`src/rtl/str_window_pkg.sv`:
```
// Shared definitions for the bloom-filter string front end.
// The window type matches the data layout the crc hash units expect.
package str_window_pkg;

    localparam int DEF_BYTE_W   = 8;
    localparam int DEF_STR_SIZE = 6;
    localparam int DEF_CNT_W    = 16;

    // [0] is the oldest byte, [STR_SIZE-1] the newest.
    typedef logic [DEF_STR_SIZE-1:0][DEF_BYTE_W-1:0] str_window_t;

endpackage

```
`src/rtl/str_window.sv`:
```
// Turns a sop/eop framed byte stream into every STR_SIZE-byte sliding window
// of each string, one valid/ready handshake per window.
module str_window
    import str_window_pkg::*;
#(
    parameter int BYTE_W   = DEF_BYTE_W,
    parameter int STR_SIZE = DEF_STR_SIZE,
    parameter int CNT_W    = DEF_CNT_W
) (
    input  logic                             clk_i,
    input  logic                             rst_i,
    input  logic [BYTE_W-1:0]                data_i,
    input  logic                             valid_i,
    input  logic                             sop_i,
    input  logic                             eop_i,
    output logic                             ready_o,
    output logic [STR_SIZE-1:0][BYTE_W-1:0]  win_o,
    output logic                             win_valid_o,
    input  logic                             win_ready_i,
    output logic                             win_last_o,
    output logic [CNT_W-1:0]                 short_cnt_o
);

    localparam int CNT_BITS = $clog2(STR_SIZE + 1);

    typedef enum logic [1:0] {
        IDLE,
        FILL,
        STREAM
    } state_t;

    state_t              state, state_next;
    logic [CNT_BITS-1:0] cnt, cnt_next, cnt_plus;
    logic                accept;
    logic                produce;
    logic                last;
    logic                short_inc;

    assign ready_o  = !win_valid_o || win_ready_i;
    assign accept   = valid_i && ready_o;
    assign cnt_plus = cnt + 1'b1;

    // Only cnt decides when a window is complete, so the shift register
    // never needs clearing between strings.
    always_comb begin
        state_next = state;
        cnt_next   = cnt;
        produce    = 1'b0;
        last       = 1'b0;
        short_inc  = 1'b0;
        if (sop_i) begin
            cnt_next = CNT_BITS'(1);
            if (STR_SIZE == 1) begin
                produce = 1'b1;
                if (eop_i) begin
                    last       = 1'b1;
                    state_next = IDLE;
                    cnt_next   = '0;
                end else begin
                    state_next = STREAM;
                end
            end else if (eop_i) begin
                short_inc  = 1'b1;
                state_next = IDLE;
                cnt_next   = '0;
            end else begin
                state_next = FILL;
            end
        end else begin
            unique case (state)
                IDLE: begin
                    state_next = IDLE;
                end
                FILL: begin
                    cnt_next = cnt_plus;
                    if (cnt_plus == CNT_BITS'(STR_SIZE)) begin
                        produce = 1'b1;
                        if (eop_i) begin
                            last       = 1'b1;
                            state_next = IDLE;
                            cnt_next   = '0;
                        end else begin
                            state_next = STREAM;
                        end
                    end else if (eop_i) begin
                        short_inc  = 1'b1;
                        state_next = IDLE;
                        cnt_next   = '0;
                    end
                end
                STREAM: begin
                    produce = 1'b1;
                    if (eop_i) begin
                        last       = 1'b1;
                        state_next = IDLE;
                        cnt_next   = '0;
                    end
                end
                default: begin
                    state_next = IDLE;
                    cnt_next   = '0;
                end
            endcase
        end
    end

    always_ff @(posedge clk_i or posedge rst_i) begin
        if (rst_i) begin
            state <= IDLE;
            cnt   <= '0;
        end else if (accept) begin
            state <= state_next;
            cnt   <= cnt_next;
        end
    end

    // Window shifts toward [0]; discarded bytes shift too, harmlessly.
    always_ff @(posedge clk_i or posedge rst_i) begin
        if (rst_i) begin
            win_o       <= '0;
            win_valid_o <= 1'b0;
            win_last_o  <= 1'b0;
        end else if (accept) begin
            for (int i = 0; i < STR_SIZE - 1; i++) begin
                win_o[i] <= win_o[i+1];
            end
            win_o[STR_SIZE-1] <= data_i;
            win_valid_o       <= produce;
            win_last_o        <= last;
        end else if (win_valid_o && win_ready_i) begin
            win_valid_o <= 1'b0;
        end
    end

    always_ff @(posedge clk_i or posedge rst_i) begin
        if (rst_i) begin
            short_cnt_o <= '0;
        end else if (accept && short_inc && (short_cnt_o != {CNT_W{1'b1}})) begin
            short_cnt_o <= short_cnt_o + 1'b1;
        end
    end

endmodule

```
`config.mk`:
```
export PLATFORM = sky130hd
export DESIGN_NAME = str_window
export DESIGN_NICKNAME = d
export VERILOG_FILES = /design/src/rtl/str_window_pkg.sv /design/src/rtl/str_window.sv
export SDC_FILE = /design/constraint.sdc
export NUM_CORES = 1
export LEC_CHECK = 0
export CAP_MARGIN = 20
export CORE_MARGIN = 2
export CORE_UTILIZATION = 45
export DETAILED_ROUTE_END_ITERATION = 12
export GPL_ROUTABILITY_DRIVEN = 0
export PLACE_DENSITY_LB_ADDON = 0.2
export SETUP_SLACK_MARGIN = 0.1
export SYNTH_ARGS = -nofsm -noshare
export SYNTH_HDL_FRONTEND = slang
export SYNTH_SLANG_ARGS = --single-unit
```
`constraint.sdc`:
```
create_clock -name clk_i -period 2.95 [get_ports clk_i]
set_clock_uncertainty 0.15 [all_clocks]
set_input_delay 0.59 -clock clk_i [delete_from_list [all_inputs] [get_ports clk_i]]
set_output_delay 0.59 -clock clk_i [all_outputs]
set_load 0.02 [all_outputs]
```
After elaboration in Yosys (flattened, before gate mapping)

Index checks and enable logic that the tools add are counted.

Flip-flop bits (word level): 71
Word-level logic and storage cells: 51
Input bits: 14

Add/sub/neg operators: 2
Equality and inequality tests: 6
Reductions and logical operators: 9
Muxes and demuxes: 23

Operators with widths:

| operator                                             | number |
|---|---|
| adder 16 x 1 -> 16 bit (second input constant)       | 1 |
| != test 16 bit (second input constant)               | 1 |
| two-way mux 1 bit                                    | 12 |
| two-way mux 3 bit                                    | 3 |
| one-hot mux 3 bit (3 select lines)                   | 1 |
| two-way mux 2 bit                                    | 4 |
| logical AND 1 bit                                    | 4 |
| one-hot mux 1 bit (2 select lines)                   | 2 |
| one-hot mux 2 bit (2 select lines)                   | 1 |
| adder 3 x 1 -> 3 bit (second input constant)         | 1 |
| equality test 3 bit (second input constant)          | 1 |
| != test 3 bit (second input constant)                | 1 |
| AND reduction 3 bit                                  | 1 |
| equality test 2 x 1 -> 1 bit (second input constant) | 1 |
| equality test 2 bit (second input constant)          | 1 |
| zero test 2 bit                                      | 1 |
| != test 2 bit (second input constant)                | 1 |
| nonzero test 2 bit                                   | 1 |
| zero test 1 bit                                      | 1 |
| logical OR 1 bit                                     | 1 |

Logic depth before layout (Yosys ltp)

Gate-level depths: netlist of run 1.

Depth after elaboration: 7
Mapped depth: 7
Mapped depth without buffers: 7

Worst setup path after synthesis of run 1

Ideal clock, no wire load.

Path kind: input -> register
Start: input port sop_i
End: register short_cnt_o[13]
Arrival: 1687 ps
Data required time: 2669 ps
Stages: 6
Path slack: 983 ps
Path through: buf_4 -> or2_2 -> nand4_4 -> a2111oi_4 -> nand4_1 -> xnor2_1

Cells in the longest elaborated chain, start to end: 3

RTL lines:

| element                         | line              | RTL |
|---|---|---|
| start, declared                 | str_window.sv:14  | `input logic sop_i,` |
| two-way mux 1 bit               | str_window.sv:51  | `if (sop_i) begin` |
| logical AND 1 bit (2 in series) | str_window.sv:138 | `end else if (accept && short_inc && (short_cnt_o != {CNT_W{1'b1}})) begin` |
| end signal, assigned            | str_window.sv:139 | `short_cnt_o <= short_cnt_o + 1'b1;` |
| end, declared                   | str_window.sv:21  | `output logic [CNT_W-1:0] short_cnt_o` |

No other way between the ends.
A chain may end at the register's enable or synchronous reset.

Worst setup path in the final report of run 1

Start: input port win_ready_i
End: output port ready_o

Cells in the longest elaborated chain, start to end: 1

RTL lines:

| element          | line             | RTL |
|---|---|---|
| start, declared  | str_window.sv:19 | `input logic win_ready_i,` |
| logical OR 1 bit | str_window.sv:39 | `assign ready_o = !win_valid_o \|\| win_ready_i;` |
| end, declared    | str_window.sv:16 | `output logic ready_o,` |

No other way between the ends.

==> flow_metrics.tcl, run 1 <==
set metrics [dict create \
    syn-num-nets 347 \
    grt_use_total 0.175 \
    grt-ovfl-total 0 \
    via_per_inst 4.96 \
    cp.required_ns 2.21 \
    layout_common_cells "nand2_1 (158), clkdlybuf4s50_1 (80), dfrtp_1 (71), xor2_1 (10), clkbuf_8 (9)" \
    p_clk_frac 0.313 \
    cts_sinks 71 \
    final_area_um2 4220 \
    critical_path_class "primary input to output pin" \
    multi_input_area_um2 1240 \
    slowest_stage "clkdlybuf4s50_1" \
    pwr-share-seq 0.448 \
    ir_worst_vdd_mv 0.404 \
    rows 30 \
    setup_tns_ns 0 \
    worstSetupEndpointType "output pin" \
    status "completed" \
    internal-power_mw 1.89 \
    netlist_area_um2 3080 \
    highest_layer "met4" \
    ys_types 38 \
    clock_latency_ns 0.34 \
    synthArstFlopShare 1.00 \
    cp_cell_sequence "clkdlybuf4s50_1 -> nand2b_2 -> clkdlybuf4s50_1" \
    drt-total-wl_um 6310 \
    synth_ff_type "dfrtp_1" \
    die-area_um2 7530 \
    drcViolationCount 0 \
    cts_max_level 3 \
    p_switching_mw 0.824 \
    startpoint_type "primary input" \
    seq_area_frac_synth 0.576 \
    path_max_fanout 6 \
    rsz0062_at_grt "no" \
    fmax_mhz 386 \
    relSlewSlack 0.603 \
    cts_inserted_buffers 9 \
    dr_wl_met2_um 2830 \
    finalHoldViolCount 0 \
    portBuffers 80 \
    cts_buffer_depth 2 \
    max-cap-violations 0 \
    start_util 0.459 \
    period_share 0.879 \
    hold_class "flop to flop" \
    cts_tree "yes" \
    instances_no_fill 497 \
    layout_commonest_cell "nand2_1" \
    drtIter0Drc 141 \
    nFillCells 578 \
    ys_warn_count 0 \
    grt_max_degree 55 \
    power_frac_comb 0.239 \
    switching_share 0.304 \
    vias 2463 \
    route.met3.wl_um 293 \
    synth_enable_flop_cells 0 \
    arrival_ns 1.85 \
    clk_pin_slew_worst_paths_ns 0.07 \
    grt_pass1_wl_um 10400 \
    drive_gt1_frac 0.0767 \
    die_w_um 86.8 \
    ys_ff_latch 71 \
    drtPass1Iterations 4 \
    avgRoutedWirePerCell_um 12.7 \
    seq_area_um2 1780 \
    postCtsSetupBuffers 0 \
    postSynthCellCount 327 \
    cp.buffers_inverters 2 \
    holdBufCountCts 0 \
    setup_viol 0 \
    cp_top_family "buffers and inverters" \
    p_per_area_nw_per_um2 643 \
    core-area_um2 6720 \
    dp_hpwl_um 4370 \
    postPlaceCellArea_um2 4000 \
    die_y_um 86.8 \
    place_inst 481 \
    syn_area_per_cell_um2 9.43 \
    power_mw 2.71 \
    antenna_found_initial 0 \
    grt_pass1_vias 2237 \
    fin_crit_ns 2.59 \
    path_common_cell "clkdlybuf4s50_1" \
    area_growth_pct 36.7 \
    post_cts_resized 0 \
    io_pins 81 \
    wl_met1_um 3050 \
    critPathMaxStageDelay_ns 0.63 \
    root_buffer "clkbuf_8" \
    p_leak_nw 2.04 \
    antenna_cells 0 \
    slew_violations 0 \
    tightest_slew_ns 0.591 \
    nNetsFinal 432 \
    ant_nets 0 \
]
[final timing paths]
path                              from              to  slack [ns]  cells past startpoint
min reg2reg                   win_o[5]        win_o[5]        0.33                      2
min in group asynchronous        rst_i       win_o[41]        0.40                      2
max                        win_ready_i         ready_o        0.36                      3
min                           win_o[5]        win_o[5]        0.33                      2
max reg2reg                   state[1]  short_cnt_o[9]        0.72                      7
max in group asynchronous        rst_i  short_cnt_o[7]        1.62                      3
[registers in the layout, indices dropped and copies added, names as in the netlist]
register and flops:
cnt 3, short_cnt_o 16, win_valid_o 1, win_o 48, win_last_o 1, state 2
[Yosys cell counts, types with 2 or more instances]
library cell,count,share of area
nand2_1,159,0.19
dfrtp_1,71,0.58
xor2_1,10,0.028
nor2_1,7,0.0085
ha_1,6,0.024
inv_1,6,0.0073
o21ai_0,6,0.0097
buf_1,5,0.0061
nand3_1,5,0.0081
nor3_1,5,0.0081
xnor2_1,5,0.014
clkbuf_1,4,0.0049
nand4_1,4,0.0081
and4_1,3,0.0085
nor4_1,3,0.0061
a21oi_1,2,0.0032
a32o_1,2,0.0065
and2_1,2,0.0041
buf_2,2,0.0032
nor2b_1,2,0.0041
[worst reg2reg max path, stage by stage, from the launching register on]
cell and delay (ns):
dfrtp_1 0.40, inv_1 0.12, ha_1 0.33, or2_2 0.21, nand4_4 0.12, a2111oi_4 0.45, nand4_1 0.18, xnor2_1 0.15
[power groups by stage]
stage	sequential (mW)	combinational, mW	clock, mW
after global placement	1.23	0.647	0
after global routing	1.23	0.704	0.918
after CTS	1.21	0.659	0.868
after detailed placement	1.23	0.655	0
final	1.21	0.649	0.848
after floorplan	1.37	0.183	0
[layer usage]
layer,global-route usage,vias up
li1,-,1226
met1,0.251,1162
met2,0.254,62
met3,0.0438,13
met4,0.0753,0
met5,0,-
[cell families after synthesis]
| kind of cell | after synthesis | share of synthesized area |
|---|---|---|
| and+or+nand+nor | 198 | 0.273 |
| DFF | 71 | 0.576 |
| buffers and inverters | 18 | 0.0239 |
| AOI/OAI and AO/OA | 17 | 0.0507 |
| xor gates and xnor gates | 16 | 0.0479 |
| adders and majority gates | 6 | 0.0243 |
| muxes | 1 | 0.00365 |
[metrics by stage]
step	utilization	hold WS, ns	setup slack [ns]
finish	0.628	0.325	0.357
global route	0.628	0.344	0.321
CTS	0.628	0.331	0.349
detailed placement	0.595	0.313	0.349
global placement	0.595	0.306	0.361
floorplan	-	0.325	0.413
[layout make-up]
class,count,area share
flip-flops and latches,71,0.421
inverters,6,0.00534
repair buffers,86,0.204
well taps,80,0.0237
clock inverters,6,0.0223
multi-input cells,238,0.293
clock buffers,10,0.0303
(Power assumes the default switching activity.)
==> run 2: changes to the inputs <==
--- a/config.mk
+++ b/config.mk
@@ -5,7 +5,7 @@
 export SDC_FILE = /design/constraint.sdc
 export NUM_CORES = 1
 export LEC_CHECK = 0
-export CAP_MARGIN = 20
+export CAP_MARGIN = 15
 export CORE_MARGIN = 2
 export CORE_UTILIZATION = 45
 export DETAILED_ROUTE_END_ITERATION = 12
==> results of run 2 <==
The final DEF is identical to that of run 1; final timing and power are the same.
